===== src/rtl/gumnut_dmem_ws.sv =====
// -----------------------------------------------------------------------------
// gumnut_dmem_ws -- single-port data memory with a Wishbone-style handshake and
// a programmable number of wait states per access.
//
// One access takes WAIT_CYCLES+2 cycles: IDLE (request sampled), WAIT_CYCLES
// cycles in WAIT, and a single ACK cycle. Dropping cyc_i or stb_i while in
// WAIT aborts the access: nothing is written, no ack_o is issued and dat_o is
// left unchanged. Memory contents are not touched by reset.
//
// Optional feature (macro GUMNUT_DMEM_PARITY_EN): each word stores an extra
// even-parity bit (optionally corrupted via par_inj_i). err_o reports a
// mismatch on read acks. Without the macro, err_o is tied low and par_inj_i is
// ignored.
//
// Parameters:
//   DATA_W      data word width
//   ADDR_W      address width, DEPTH = 2**ADDR_W words
//   WAIT_CYCLES wait states per access, 0..15
//
// Ports:
//   clk_i      system clock
//   rst_i      synchronous active-high reset
//   cyc_i      bus cycle valid
//   stb_i      strobe
//   we_i       1 = write, 0 = read
//   adr_i      word address
//   dat_i      write data
//   par_inj_i  parity-error injection for writes
//   dat_o      read data, held until the next read completes
//   ack_o      one-cycle access complete
//   busy_o     access in progress (WAIT or ACK)
//   err_o      read parity error, qualified by ack_o
// -----------------------------------------------------------------------------
module gumnut_dmem_ws #(
   parameter int DATA_W      = 8,
   parameter int ADDR_W      = 8,
   parameter int WAIT_CYCLES = 1
) (
   input  logic              clk_i,
   input  logic              rst_i,
   input  logic              cyc_i,
   input  logic              stb_i,
   input  logic              we_i,
   input  logic [ADDR_W-1:0] adr_i,
   input  logic [DATA_W-1:0] dat_i,
   input  logic              par_inj_i,
   output logic [DATA_W-1:0] dat_o,
   output logic              ack_o,
   output logic              busy_o,
   output logic              err_o
);

   localparam int         DEPTH     = 2 ** ADDR_W;
   localparam logic [3:0] WAIT_INIT = 4'(WAIT_CYCLES);

   typedef enum logic [1:0] {
      ST_IDLE = 2'd0,
      ST_WAIT = 2'd1,
      ST_ACK  = 2'd2
   } state_t;

   // Even-parity bit over a data word.
   function automatic logic even_par(input logic [DATA_W-1:0] word);
      return ^word;
   endfunction

   state_t              state_q, state_d;
   logic [3:0]          cnt_q, cnt_d;
   logic [ADDR_W-1:0]   adr_q;
   logic [DATA_W-1:0]   wdat_q;
   logic                we_q;
   logic [DATA_W-1:0]   dat_q;
   logic                ack_q;
   logic                busy_q;
   logic                err_q;

   logic [DATA_W-1:0]   mem_q [DEPTH];

   logic                req_s;
   logic                enter_ack_s;
   logic                acc_we_s;
   logic [ADDR_W-1:0]   acc_adr_s;
   logic [DATA_W-1:0]   acc_dat_s;
   logic [DATA_W-1:0]   rd_word_s;
   logic                rd_err_s;
   logic                wr_en_s;

   // Next-state decode: request, wait countdown, abort and completion.
   always_comb begin
      req_s       = cyc_i & stb_i;
      state_d     = state_q;
      cnt_d       = cnt_q;
      enter_ack_s = 1'b0;
      case (state_q)
         ST_IDLE: begin
            if (req_s) begin
               cnt_d = WAIT_INIT;
               if (WAIT_INIT == 4'd0) begin
                  state_d     = ST_ACK;
                  enter_ack_s = 1'b1;
               end else begin
                  state_d = ST_WAIT;
               end
            end else begin
               state_d = ST_IDLE;
            end
         end
         ST_WAIT: begin
            // Abort takes priority over completion, even on the final wait edge.
            if (!req_s) begin
               state_d = ST_IDLE;
            end else begin
               cnt_d = cnt_q - 4'd1;
               if (cnt_q == 4'd1) begin
                  state_d     = ST_ACK;
                  enter_ack_s = 1'b1;
               end else begin
                  state_d = ST_WAIT;
               end
            end
         end
         ST_ACK: begin
            state_d = ST_IDLE;
         end
         default: begin
            state_d = ST_IDLE;
         end
      endcase
   end

   // Effective access fields: with zero wait states the access completes on the
   // request edge itself, so the live inputs stand in for the latched copies.
   always_comb begin
      if (state_q == ST_IDLE) begin
         acc_we_s  = we_i;
         acc_adr_s = adr_i;
         acc_dat_s = dat_i;
      end else begin
         acc_we_s  = we_q;
         acc_adr_s = adr_q;
         acc_dat_s = wdat_q;
      end
   end

   assign rd_word_s = mem_q[acc_adr_s];
   assign wr_en_s   = enter_ack_s & acc_we_s & ~rst_i;

   // Data array write port; deliberately not reset.
   always_ff @(posedge clk_i) begin
      if (wr_en_s) begin
         mem_q[acc_adr_s] <= acc_dat_s;
      end
   end

`ifdef GUMNUT_DMEM_PARITY_EN
   logic par_q [DEPTH];
   logic inj_q;
   logic acc_inj_s;

   // Injection flag follows the same live/latched selection as the other fields.
   always_comb begin
      if (state_q == ST_IDLE) begin
         acc_inj_s = par_inj_i;
      end else begin
         acc_inj_s = inj_q;
      end
   end

   // Latch the injection request alongside the rest of the access.
   always_ff @(posedge clk_i) begin
      if (rst_i) begin
         inj_q <= 1'b0;
      end else if ((state_q == ST_IDLE) && req_s) begin
         inj_q <= par_inj_i;
      end
   end

   // Parity array write port, written together with the data word.
   always_ff @(posedge clk_i) begin
      if (wr_en_s) begin
         par_q[acc_adr_s] <= even_par(acc_dat_s) ^ acc_inj_s;
      end
   end

   assign rd_err_s = par_q[acc_adr_s] ^ even_par(rd_word_s);
`else
   logic unused_par_inj_s;
   assign unused_par_inj_s = par_inj_i;
   assign rd_err_s         = 1'b0;
`endif

   // FSM state, request latches and registered outputs.
   always_ff @(posedge clk_i) begin
      if (rst_i) begin
         state_q <= ST_IDLE;
         cnt_q   <= 4'd0;
         adr_q   <= '0;
         wdat_q  <= '0;
         we_q    <= 1'b0;
         dat_q   <= '0;
         ack_q   <= 1'b0;
         busy_q  <= 1'b0;
         err_q   <= 1'b0;
      end else begin
         state_q <= state_d;
         cnt_q   <= cnt_d;
         if ((state_q == ST_IDLE) && req_s) begin
            adr_q  <= adr_i;
            wdat_q <= dat_i;
            we_q   <= we_i;
         end
         if (enter_ack_s && !acc_we_s) begin
            dat_q <= rd_word_s;
         end
         ack_q  <= (state_d == ST_ACK);
         busy_q <= (state_d != ST_IDLE);
         err_q  <= enter_ack_s & ~acc_we_s & rd_err_s;
      end
   end

   assign dat_o  = dat_q;
   assign ack_o  = ack_q;
   assign busy_o = busy_q;
   assign err_o  = err_q;

endmodule


===== config.mk =====
export PLATFORM = sky130hd
export DESIGN_NAME = gumnut_dmem_ws
export DESIGN_NICKNAME = d
export VERILOG_FILES = /design/src/rtl/gumnut_dmem_ws.sv
export SDC_FILE = /design/constraint.sdc
export NUM_CORES = 2
export LEC_CHECK = 0
export CAP_MARGIN = 20
export CORE_MARGIN = 4
export CORE_UTILIZATION = 60
export CTS_CLUSTER_DIAMETER = 150
export CTS_CLUSTER_SIZE = 28
export DETAILED_ROUTE_END_ITERATION = 10
export PLACE_DENSITY = 0.76
export SYNTH_ARGS = -nofsm -noshare
export SYNTH_HDL_FRONTEND = slang
export SYNTH_SLANG_ARGS = --single-unit

===== constraint.sdc =====
create_clock -name clk_i -period 11.1 [get_ports clk_i]
set_input_delay 1.665 -clock clk_i [delete_from_list [all_inputs] [get_ports clk_i]]
set_output_delay 1.665 -clock clk_i [all_outputs]
set_load 0.1 [all_outputs]

Word level (Yosys, flattened, before mapping)
Memories as Yosys holds them, arrays and structs flattened. A register that Yosys moved wholly into a read port is not among the register bits.
Cells that the tools add are included.
{ "word_totals": {"ramBits": 2048, "output_inout_bits": 11, "ff_bits": 25, "mem_count": 1, "word_cells": 40, "input_bits": 22} }
{ "op_classes": {"n_eq_ne": 5, "reduce_logical": 7, "mux": 15, "addsub": 1, "bitwise_logic": 4} }
{ "memory_table": {"columns": ["memory", "depth", "width", "rd", "rd_ports_with_merged_regs", "wr", "line_no", "text"], "rows": [
  ["mem_q", 256, 8, 1, 1, 1, "77", "logic [DATA_W-1:0] mem_q [DEPTH];"]
]} }
{ "op_table": {"columns": ["op", "n"], "rows": [
  ["two-way mux 8 bit", 2],
  ["two-way mux 4 bit", 2],
  ["case mux 4 bit (2 select lines)", 1],
  ["two-way mux 1 bit", 7],
  ["equality test 4 x 1 -> 1 bit (second input constant)", 1],
  ["two-way mux 2 bit", 2],
  ["inequality test 2 bit (second input constant)", 2],
  ["case mux 2 bit (2 select lines)", 1],
  ["nonzero test 2 bit", 2],
  ["subtractor 4 x 1 -> 4 bit (second input constant)", 1],
  ["bitwise AND 1 bit", 3],
  ["AND reduction 3 bit", 1],
  ["equality test 2 x 1 -> 1 bit (second input constant)", 1],
  ["equality test 2 bit (second input constant)", 1],
  ["logical AND 1 bit", 2],
  ["logical NOT 2 bit", 1],
  ["logical NOT 1 bit", 1],
  ["NOT 1 bit", 1]
]} }

Longest topological paths before layout
{ "depth": {"ltp_word": 8, "depth_mapped": 14, "ltp_nobuf": 9} }

Worst setup path after synthesis
OpenSTA, ideal clock, no wires.
{ "synth_path": {"kind": "input port to flip-flop", "from": "input port adr_i[0]", "to": "memory mem_q[102][0] (enable)", "t_arrival_ps": 3878, "t_required_ps": 10730, "cell_stages": 10, "slack_ps": 6852, "setup_time_ps": 370, "path_buffers": 6, "path_cell_list": "or4b_1 o21ai_2 buf_6 buf_4 buf_4 buf_2 buf_4 nand3_1 clkbuf_1 nor2_1"} }
{ "synth_between": {"elab_chain_cells": 1} }
{ "synth_lines": {"columns": ["item", "line_no", "text"], "rows": [
  ["from (decl)", "44", "input logic [ADDR_W-1:0] adr_i,"],
  ["two-way mux 8 bit", "134", "if (state_q == ST_IDLE) begin"],
  ["to (decl)", "77", null]
]} }
No other way between the ends.

Final worst setup path
{ "layout_path": {"from": "input port adr_i[1]", "to": "register dat_q[2], in the netlist dat_o[2], read port of mem_q"} }
{ "layout_between": {"elab_chain_cells": 1} }
{ "layout_lines": {"columns": ["item", "line_no", "text"], "rows": [
  ["two-way mux 8 bit", "134", null],
  ["to (decl)", "72", "logic [DATA_W-1:0] dat_q;"]
]} }
No other way between the ends.
A chain may end at the register's enable or synchronous reset.

==> impl_metrics.csv <==
group,metric,value,unit
status,status,"complete, no violations",
placement,pre_cts_slack,4.51,ns
setup_path,start_kind,"input port",
cts,htreeDepth,3,
min_path,hold_start,"cnt_q[1]",
die,chipWidth,368,µm
timing,rsz0062_at_grt,"no",
setup_path,crit_path_end_kind,"flip-flop",
synthesis,synthFlopType,"edfxtp_1",
layout,fin_nets,4299,
synthesis,syn_inst,4393,
layout,drive_gt1_share,5.58,%
synthesis,syn_area,77700,µm²
global_route,antenna_found_initial,5,
cts,clock_sinks,2081,
timing,period_needed,5.99,ns
cts,clk_latency,0.71,ns
job,maxCapViolations,0,
global_route,grt_first_pass_wirelength,283,mm
global_route,overflow,0,
die,rows,131,
synthesis,synth_nets,4417,
routing,drtPass1Iterations,6,
routing,via_per_inst,7.23,
routing,drt-wirelength-per-cell,32.3,µm
synthesis,seq_area_frac_synth,80.0,%
die,dieArea,135000,µm²
timing,fin_worst_hold_slack,0.490,ns
routing,vias,43700,
die,die_height,368,µm
min_path,hold_path.class,"flip-flop to flip-flop",
power,p_total,13300,µW
synthesis,synth_edf_count,2048,
synthesis,ys_ff_latch,2081,
routing,drt_iter0_markers,7509,
layout,stdcell_count,6034,
global_route,grt_usage,28.3,%
cts,cts_buffers,84,
global_route,grt_pass1_vias,41800,
synthesis,async_reset_ff_share,0,%
timing,finalSetupTns,0,ns
power,p_leak,0.0244,µW
die,ios,33,
global_route,grt_max_degree,166,
cts,cts_root_buf,"clkbuf_16",
setup_path,cp-startpoint,"adr_i[1]",
cts,postCtsSetupRepairBufs,0,
setup_path,r2r_start,"state_q[0]",
timing,fmax,167,MHz
setup_path,required,11.72,ns
placement,place_congestion,0.843,
cts,ctsHoldBuffers,0,
placement,dpl.cell_count,5915,
cts,path_clk_slew,0.11,ns
synthesis,ys_types,59,
timing,timing.final.crit_share,54.0,%
power,power_density,163,nW/µm²
placement,portBuffers,30,
synthesis,yosysWarnings,0,
placement,place_hpwl,109,mm
cts,cts_buffer_depth,3,
timing,worst_pin_slew,1.24,ns
setup_path,cp_max_fo,125,
routing,wirelength,195,mm
routing,antenna_left,0,
synthesis,avgSynthCellArea,17.7,µm²
timing,setup_viol,0,
die,coreArea,128000,µm²
power,peakVddDrop,0.000103,V
setup_path,arrival,6.61,ns
timing,hold_viol_final,0,
cts,cts_resized,0,
layout,num-fill-cells,8487,
cts,cts_tree,"yes",
layout,syn2layout_area_growth,5.58,%
die,start_util,60.7,%
timing,finClkSkew,0.0318,ns
timing,layout_setup_ws,5.11,ns
routing,drc,0,
timing,final_max_slew_viol_count,0,
setup_path,path_class,"input port to flip-flop",
timing,slew_headroom,16.4,%
## worst max-delay path, cell delays in order
cell and delay [ns]:
clkdlybuf4s50_1 0.49, or4b_1 0.63, o21ai_4 0.19, buf_4 0.56, buf_12 0.59, buf_4 0.60
a22oi_1 0.18, nand3_1 0.15, nand2_1 0.07, nor4_1 0.52, o41ai_1 0.33, and4_1 0.31
a211oi_1 0.23
## per-stage QoR
| stage | cell area (µm²) | utilization (%) |
|---|---|---|
| floorplan | 77700 | - |
| global placement | 79500 | 62.1 |
| detailed placement | 79600 | 62.2 |
| CTS | 82000 | 64.0 |
| global route | 82000 | 64.0 |
| finish | 82000 | 64.1 |
## cell families (layout without fill, tap and decap cells)
group	count (synthesis)	in the layout	share of synthesized area, %
DFF	2081	2081	80.0
AOI/OAI and AO/OA	1231	1231	13.0
and+or+nand+nor	708	708	4.33
buffers and inverters	350	261	2.27
muxes	18	18	0.293
adders and majority gates	2	2	0.0322
xor gates and xnor gates	2	2	0.0226
other	1	2	0.00483
## report_power, final
group	switching, µW	internal [µW]	leakage, µW
combinational	727	242	0.00453
sequential	4.74	8670	0.0187
clock	2220	1480	0.00114
total	2950	10400	0.0244
## metal layers
layer	wire length (µm)	up-vias	track usage [%]
li1	-	18200	-
met1	71500	22100	40.4
met2	90000	2956	43.1
met3	23900	434	6.05
met4	9110	10	11.6
met5	71	-	0
## layout by cell type (no fill, tap or decap), types with 8 or more instances in the layout
cell type / count
edfxtp_1: 2048
a22oi_1: 426
a221oi_1: 309
nor2_1: 241
nand3_1: 210
a221o_1: 189
a22o_1: 119
buf_4: 97
clkbuf_16: 89
nand2_1: 79
nor4_1: 62
o22ai_1: 53
nor3_1: 51
a21oi_1: 39
dfxtp_1: 33
clkdlybuf4s50_1: 30
clkbuf_1: 25
a311oi_1: 21
o41ai_1: 19
o21ai_0: 16
nor4b_1: 15
buf_12: 13
and3_1: 11
a31oi_1: 10
mux2_8: 8
## cell type report
class	count	area (µm²)	area share [%]
sequential	2081	62200	75.8
multi-input combinational	1962	14000	17.1
clock buffer	114	2320	2.83
tap	1729	2160	2.64
timing repair buffer	144	1330	1.63
clock inverter	1	20.0	0.0244
inverter	2	7.51	0.00916
antenna	1	2.50	0.00305
## state kept, by name (all words and copies together), names as in the netlist
| register | cells |
|---|---|
| busy_o | 1 |
| we_q | 1 |
| state_q | 2 |
| wdat_q | 8 |
| dat_o | 8 |
| cnt_q | 4 |
| adr_q | 8 |
| ack_o | 1 |
| mem_q | 2048 |
## Yosys cell counts (5+ instances only)
master / number / share of area, %
edfxtp_1: 2048 / 79
a22oi_1: 426 / 4.1
a221oi_1: 309 / 3.5
nor2_1: 245 / 1.2
nand3_1: 210 / 1.4
a221o_1: 189 / 2.4
buf_2: 187 / 1.2
a22o_1: 119 / 1.3
clkbuf_1: 92 / 0.44
nand2_1: 81 / 0.39
nor4_1: 63 / 0.51
o22ai_1: 53 / 0.43
nor3_1: 51 / 0.33
buf_4: 40 / 0.39
a21oi_1: 39 / 0.25
dfxtp_1: 33 / 0.85
a311oi_1: 21 / 0.24
buf_1: 20 / 0.097
o41ai_1: 19 / 0.21
o21ai_0: 17 / 0.11
nor4b_1: 15 / 0.17
a31oi_1: 11 / 0.089
and3_1: 11 / 0.089
mux2_2: 10 / 0.15
buf_6: 9 / 0.13
nand4_1: 6 / 0.048
o21a_1: 5 / 0.048
or4_1: 5 / 0.048
## path summary, 6_finish.rpt
path,to,slack [ns],cells past startpoint
worst min register to register,cnt_q[1],0.49,2
worst min-delay path,cnt_q[1],0.49,2
worst max-delay path,dat_o[2],5.11,13
worst max register to register,dat_o[6],5.31,11
No activity file was read; power rests on OpenSTA's default activity.
